[config.mk]
export PLATFORM = sky130hd
export DESIGN_NAME = fib_seq_ctrl_flat
export DESIGN_NICKNAME = d
export VERILOG_FILES = /design/src/rtl/fib_seq_if.sv /design/src/rtl/fib_seq_ctrl.sv /design/src/flat_wrapper.sv
export SDC_FILE = /design/constraint.sdc
export NUM_CORES = 1
export LEC_CHECK = 0
export ABC_AREA = 1
export ABC_CLOCK_PERIOD_IN_PS = 3400
export CORE_MARGIN = 2
export CORE_UTILIZATION = 60
export CTS_CLUSTER_DIAMETER = 150
export CTS_CLUSTER_SIZE = 8
export DETAILED_ROUTE_END_ITERATION = 10
export PLACE_DENSITY = 0.95
export SETUP_SLACK_MARGIN = 0.3
export SLEW_MARGIN = 0
export SYNTH_ARGS = -nofsm -noshare
export SYNTH_HDL_FRONTEND = slang
export SYNTH_SLANG_ARGS = --single-unit
[constraint.sdc]
create_clock -name clk -period 3.4 [get_ports clk]
set_clock_uncertainty 0.2 [all_clocks]
set_input_delay 0.34 -clock clk [delete_from_list [all_inputs] [get_ports clk]]
set_output_delay 0.34 -clock clk [all_outputs]
set_load 0.05 [all_outputs]
[src/rtl/fib_seq_if.sv]
// Host and pipeline-link signal bundle for fib_seq_ctrl.
// master = host/pipeline environment, slave = the sequencer.
interface fib_seq_if #(
    parameter int WIDTH = 32,
    parameter int CNT_W = 16
);
    logic               cmd_go;
    logic [CNT_W-1:0]   cmd_num;
    logic               busy;
    logic               done;
    logic               err_timeout;
    logic               err_code;
    logic               err_mismatch;
    logic               fib_start;
    logic               fib_ack;
    logic [2*WIDTH-1:0] fib_out;
    logic               res_valid;
    logic [WIDTH-1:0]   res_data;
    logic [CNT_W-1:0]   res_idx;

    modport master (
        output cmd_go, cmd_num, fib_out,
        input  busy, done, err_timeout, err_code, err_mismatch,
        input  fib_start, fib_ack, res_valid, res_data, res_idx
    );

    modport slave (
        input  cmd_go, cmd_num, fib_out,
        output busy, done, err_timeout, err_code, err_mismatch,
        output fib_start, fib_ack, res_valid, res_data, res_idx
    );
endinterface

[src/rtl/fib_seq_ctrl.sv]
// Clocked sequencer for the dual-rail Fibonacci pipeline output link.
// Optional sequence checker is built when FIB_SEQ_CHECK_EN is defined.
module fib_seq_ctrl #(
    parameter int WIDTH   = 32,
    parameter int CNT_W   = 16,
    parameter int TIMEOUT = 1024
) (
    input  logic     clk,
    input  logic     rst,
    fib_seq_if.slave bus
);
    localparam int TW = $clog2(TIMEOUT);

    typedef enum logic [2:0] {
        IDLE, WAIT_DATA, WAIT_SPACER, FINISH, ERR
    } state_t;

    state_t state, state_n;

    logic [2*WIDTH-1:0] sync1, s, p;
    logic [WIDTH-1:0]   t_rail, f_rail;
    logic               is_valid, is_spacer, is_illegal;
    logic [CNT_W-1:0]   cnt, num, cnt_inc;
    logic [TW-1:0]      wdog;
    logic               wd_hit;
    logic               capture, release_ack, set_start;
    logic               to_err_to, to_err_code;

    always_comb begin
        for (int i = 0; i < WIDTH; i++) begin
            t_rail[i] = s[2*i+1];
            f_rail[i] = s[2*i];
        end
    end

    // Classification only trusts a word that held for two synchronized samples.
    assign is_valid   = (s == p) && (&(t_rail ^ f_rail));
    assign is_spacer  = (s == '0) && (p == '0);
    assign is_illegal = (s == p) && (|(t_rail & f_rail));
    assign cnt_inc    = cnt + 1'b1;
    assign wd_hit     = (wdog == TW'(TIMEOUT - 1));

    assign bus.busy = (state != IDLE);
    assign bus.done = (state == FINISH);

    always_comb begin
        state_n     = state;
        capture     = 1'b0;
        release_ack = 1'b0;
        set_start   = 1'b0;
        to_err_to   = 1'b0;
        to_err_code = 1'b0;
        unique case (state)
            IDLE: begin
                if (bus.cmd_go) begin
                    if (bus.cmd_num == '0) begin
                        state_n = FINISH;
                    end else begin
                        set_start = 1'b1;
                        state_n   = WAIT_DATA;
                    end
                end
            end
            WAIT_DATA: begin
                if (is_illegal) begin
                    to_err_code = 1'b1;
                    state_n     = ERR;
                end else if (is_valid) begin
                    capture = 1'b1;
                    state_n = WAIT_SPACER;
                end else if (wd_hit) begin
                    to_err_to = 1'b1;
                    state_n   = ERR;
                end
            end
            WAIT_SPACER: begin
                if (is_illegal) begin
                    to_err_code = 1'b1;
                    state_n     = ERR;
                end else if (is_spacer) begin
                    release_ack = 1'b1;
                    state_n = (cnt_inc == num) ? FINISH : WAIT_DATA;
                end else if (wd_hit) begin
                    to_err_to = 1'b1;
                    state_n   = ERR;
                end
            end
            FINISH:  state_n = IDLE;
            ERR:     state_n = ERR;
            default: state_n = IDLE;
        endcase
    end

    always_ff @(posedge clk) begin
        if (!rst) begin
            state           <= IDLE;
            sync1           <= '0;
            s               <= '0;
            p               <= '0;
            cnt             <= '0;
            num             <= '0;
            wdog            <= '0;
            bus.fib_start   <= 1'b0;
            bus.fib_ack     <= 1'b0;
            bus.res_valid   <= 1'b0;
            bus.res_data    <= '0;
            bus.res_idx     <= '0;
            bus.err_timeout <= 1'b0;
            bus.err_code    <= 1'b0;
        end else begin
            state         <= state_n;
            sync1         <= bus.fib_out;
            s             <= sync1;
            p             <= s;
            bus.res_valid <= capture;
            if (state_n != state) begin
                wdog <= '0;
            end else if (state == WAIT_DATA || state == WAIT_SPACER) begin
                wdog <= wdog + 1'b1;
            end
            if (set_start) begin
                num           <= bus.cmd_num;
                cnt           <= '0;
                bus.fib_start <= 1'b1;
            end
            if (capture) begin
                bus.res_data <= t_rail;
                bus.res_idx  <= cnt;
                bus.fib_ack  <= 1'b1;
            end
            if (release_ack) begin
                bus.fib_ack <= 1'b0;
                cnt         <= cnt_inc;
            end
            if (state_n == FINISH || state_n == ERR) begin
                bus.fib_start <= 1'b0;
            end
            if (to_err_to) begin
                bus.err_timeout <= 1'b1;
            end
            if (to_err_code) begin
                bus.err_code <= 1'b1;
            end
        end
    end

`ifdef FIB_SEQ_CHECK_EN
    logic [WIDTH-1:0] chk_a, chk_b;

    // Checker runs the recurrence itself and survives across runs.
    always_ff @(posedge clk) begin
        if (!rst) begin
            chk_a            <= '0;
            chk_b            <= WIDTH'(1);
            bus.err_mismatch <= 1'b0;
        end else if (capture) begin
            if (t_rail != chk_a) begin
                bus.err_mismatch <= 1'b1;
            end
            chk_a <= chk_b;
            chk_b <= chk_a + chk_b;
        end
    end
`else
    assign bus.err_mismatch = 1'b0;
`endif

endmodule

[src/flat_wrapper.sv]
// flat-port wrapper written by rule: the top's interface ports become plain ports
module fib_seq_ctrl_flat 
#(
    parameter int WIDTH   = 32,
    parameter int CNT_W   = 16,
    parameter int TIMEOUT = 1024
)
  (clk, rst, bus_cmd_go, bus_cmd_num, bus_fib_out, bus_busy, bus_done, bus_err_timeout, bus_err_code, bus_err_mismatch, bus_fib_start, bus_fib_ack, bus_res_valid, bus_res_data, bus_res_idx);
  fib_seq_if #(.WIDTH(WIDTH), .CNT_W(CNT_W)) bus_i ();
  input  logic clk;
  input  logic rst;
  input wire logic [$bits(bus_i.cmd_go)-1:0] bus_cmd_go;
  input wire logic [$bits(bus_i.cmd_num)-1:0] bus_cmd_num;
  input wire logic [$bits(bus_i.fib_out)-1:0] bus_fib_out;
  output wire logic [$bits(bus_i.busy)-1:0] bus_busy;
  output wire logic [$bits(bus_i.done)-1:0] bus_done;
  output wire logic [$bits(bus_i.err_timeout)-1:0] bus_err_timeout;
  output wire logic [$bits(bus_i.err_code)-1:0] bus_err_code;
  output wire logic [$bits(bus_i.err_mismatch)-1:0] bus_err_mismatch;
  output wire logic [$bits(bus_i.fib_start)-1:0] bus_fib_start;
  output wire logic [$bits(bus_i.fib_ack)-1:0] bus_fib_ack;
  output wire logic [$bits(bus_i.res_valid)-1:0] bus_res_valid;
  output wire logic [$bits(bus_i.res_data)-1:0] bus_res_data;
  output wire logic [$bits(bus_i.res_idx)-1:0] bus_res_idx;
  assign bus_i.cmd_go = bus_cmd_go;
  assign bus_i.cmd_num = bus_cmd_num;
  assign bus_i.fib_out = bus_fib_out;
  assign bus_busy = bus_i.busy;
  assign bus_done = bus_i.done;
  assign bus_err_timeout = bus_i.err_timeout;
  assign bus_err_code = bus_i.err_code;
  assign bus_err_mismatch = bus_i.err_mismatch;
  assign bus_fib_start = bus_i.fib_start;
  assign bus_fib_ack = bus_i.fib_ack;
  assign bus_res_valid = bus_i.res_valid;
  assign bus_res_data = bus_i.res_data;
  assign bus_res_idx = bus_i.res_idx;
  fib_seq_ctrl #(.WIDTH(WIDTH), .CNT_W(CNT_W), .TIMEOUT(TIMEOUT)) u_core (.clk(clk), .rst(rst), .bus(bus_i));
endmodule
==> results.toml <==
[timing]
finalSetupViolCount = 0
relSlewSlack_pct = 40.4
worst_slew_pin_slew_ps = 892
rsz0062_at_grt = "no"
slew_viol_final = 0
max_freq_mhz = 351
finalCritPeriodShare_pct = 83.9
timing.final.hold_violations = 0
timing.setup.tns_ps = 0
period_minus_slack_ps = 2850

[clocking]
path_clk_slew_ps = 50
htreeDepth = 2
cts_buffer_depth = 3
numCtsBuffers = 42
postCtsSetupBuffers = 0
cts.sinks = 290
clock_latency_ps = 520
cts-root-buf = "clkbuf_16"
cts_tree = "yes"

[final_layout]
drive_gt1_share_pct = 9.57
syn2layout_area_growth_pct = 19.9
mostFrequentLayoutCell = "nand2_1"
fin_nets = 2008
final_cell_mix = "nand2_1 (466), inv_1 (337), dfxtp_1 (290), nor2_1 (147), clkdlybuf4s50_1 (136)"
final_util_pct = 73.6
final_cell_count_no_fill = 2135
n_antenna_cell = 0

[detailed_routing]
highest_layer = "met4"
vias = 11100
routedLengthMet1_mm = 12.2
firstDrtPassIters = 5
first_iter_violations = 914
wl_met3_mm = 2.36
drcViolationCount = 0
postRouteAntennaNets = 0
via_per_inst = 5.20
routed-wl-met2_mm = 15.4
wl_mm = 31.5
routedWlPerCell_um = 14.8

[pwr]
p_sw_share_pct = 23.3
seq_power_share_pct = 46.1
p_leak_uw = 0.00803
ir_worst_vdd_v = 0.000376
p_sw_uw = 1820
pwr_density_cell_nw_per_um2 = 503
power_frac_clock_pct = 45.9
p_int_uw = 5980
combPwrFrac_pct = 8.0

[place]
io_buffers = 137
dp_cells = 2089
hpwl_mm = 21.2
gp_congestion = 0.911

[grt]
overflow = 0
grt_usage_pct = 28.1
grt_pass1_wl_mm = 51.0
grt_pass1_vias = 11000
antenna_found_initial = 0
grt_max_degree = 174

[synthesis]
seq_area_frac_synth_pct = 44.9
synth_nets = 1869
yosys_register_bits = 290
syn_inst = 1720
yosys_warnings = 0
synthesis.area_um2 = 12900
synth_area_per_cell_um2 = 7.52
yosysUniqueCellTypes = 45

[worst_setup_path]
rr_worst_depth = 12
critPathRequiredTime_ps = 3640
end_kind = "register"
path_cells = "inv_1 -> ha_1 -> nand2_1 -> nor4_1 -> nand2_1 -> nor2_1 -> nand3_4 -> nor2_8 -> nand2_8 -> clkinv_16 -> o21ai_1 -> a21oi_2"
cp_common_cell = "nand2_1"
cpMaxStageDelayCell = "dfxtp_1"
startpoint_type = "register"
critical_path.max_stage_delay_ps = 400
critPathKind = "reg2reg"
crit_arrival_ps = 3090
path_max_fanout = 90

[floorplanning]
core_area_um2 = 21100
die_h_um = 151
initial_core_util_pct = 61.4
die-area_um2 = 22800
ioPinCount = 139
rows = 53
die_w_um = 151

[job]
maxCapViolCount = 0

[min_path]
min_path_cells = 3
hold_class = "in2reg"

[run_status]
outcome = "completed"
## cell families after synthesis
| logic type | share of synthesized area [%] |
|---|---|
| simple gates | 25.5 |
| other cells | 0.0290 |
| flops | 44.9 |
| xor+xnor | 2.64 |
| compound gates | 7.28 |
| mux | 0.0774 |
| buf+inv | 13.2 |
| fa+ha+maj | 6.38 |
## registers in the layout (all words and copies together) (netlist names)
name	cells
u_core.p	64
u_core.bus.res_data	32
u_core.bus.res_valid	1
u_core.s	64
u_core.num	16
u_core.sync1	64
u_core.bus.err_code	1
u_core.bus.res_idx	16
u_core.cnt	16
u_core.wdog	10
u_core.bus.fib_start	1
u_core.bus.fib_ack	1
u_core.bus.err_timeout	1
u_core.state	3
## cells in the mapped netlist (all sizes together)
master | number | area, µm²
o211a | 1 | 10.0
a21oi | 72 | 548
nor3 | 17 | 145
ha | 66 | 826
nand4 | 62 | 388
conb | 1 | 3.75
clkbuf | 33 | 125
nand3 | 27 | 173
o21ai | 68 | 348
dfxtp | 290 | 5810
nor4 | 8 | 50.1
mux2i | 1 | 10.0
o211ai | 1 | 7.51
buf | 13 | 170
and3 | 1 | 6.26
a22oi | 1 | 7.51
nand3b | 2 | 15.0
inv | 373 | 1410
nor2 | 154 | 624
xnor2 | 12 | 105
xor2 | 27 | 236
nor2b | 1 | 6.26
o2111ai | 1 | 8.76
or2 | 3 | 18.8
a31oi | 2 | 12.5
and2 | 1 | 6.26
nand2 | 482 | 1870
## timing repair
action,in CTS,in global routing
hold buffers,1,0
hold endpoints to repair,13,0
resized for setup,0,2
setup endpoints to repair,0,36
## cell type report
type	instances	area (µm²)
Inverter	373	1430
Timing Repair Buffer	141	1420
Tap cell	275	344
Multi-Input combinational cell	1011	5420
Clock inverter	2	17.5
Clock buffer	43	1080
Sequential cell	290	5810
Fill cell	1403	5580
## worst max-delay path: cells and delay by family (launching register included)
| kind | cells | cell delay [ps] |
|---|---|---|
| AOI/OAI and AO/OA | 2 | 310 |
| adders and majority gates | 1 | 290 |
| buffers and inverters | 2 | 320 |
| DFF | 1 | 400 |
| and+or+nand+nor | 7 | 1190 |
## stage by stage
| step | total power [µW] | setup slack [ps] | cell area, µm² | hold slack [ps] |
|---|---|---|---|---|
| floorplan | 4030 | 1180 | 12900 | 190 |
| global placement | 4230 | 730 | 14400 | 192 |
| detailed placement | 4250 | 554 | 14400 | 196 |
| CTS | 7820 | 414 | 15500 | 143 |
| global route | 8050 | 316 | 15500 | 167 |
| finish | 7800 | 549 | 15500 | 150 |
## power by group through the flow
stage          clock network, µW  registers (µW)  logic (µW)
4_1_cts                     3610            3590         618
2_1_floorplan                  0            3640         390
3_5_place_dp                   0            3650         600
3_3_place_gp                   0            3650         579
6_report                    3580            3590         626
5_1_grt                     3760            3600         697
## final timing paths
| kind | start | endpoint | slack [ps] |
|---|---|---|---|
| worst max-delay path | u_core.s[17]$_SDFF_PN0_ | u_core.bus.res_data[10]$_SDFFE_PN0P_ | 550 |
| worst min-delay path | bus_fib_out[18] | u_core.sync1[18]$_SDFF_PN0_ | 150 |
| worst max register to register | u_core.s[17]$_SDFF_PN0_ | u_core.bus.res_data[10]$_SDFFE_PN0P_ | 550 |
| worst min register to register | u_core.sync1[47]$_SDFF_PN0_ | u_core.s[47]$_SDFF_PN0_ | 200 |
## layer usage
metal | global-route usage, % | vias to the layer above
met5 | 0 | -
met2 | 49.8 | 491
met4 | 14.5 | 0
met1 | 32.0 | 5032
met3 | 5.63 | 140
li1 | - | 5433
Power figures use the tool's default switching activity.
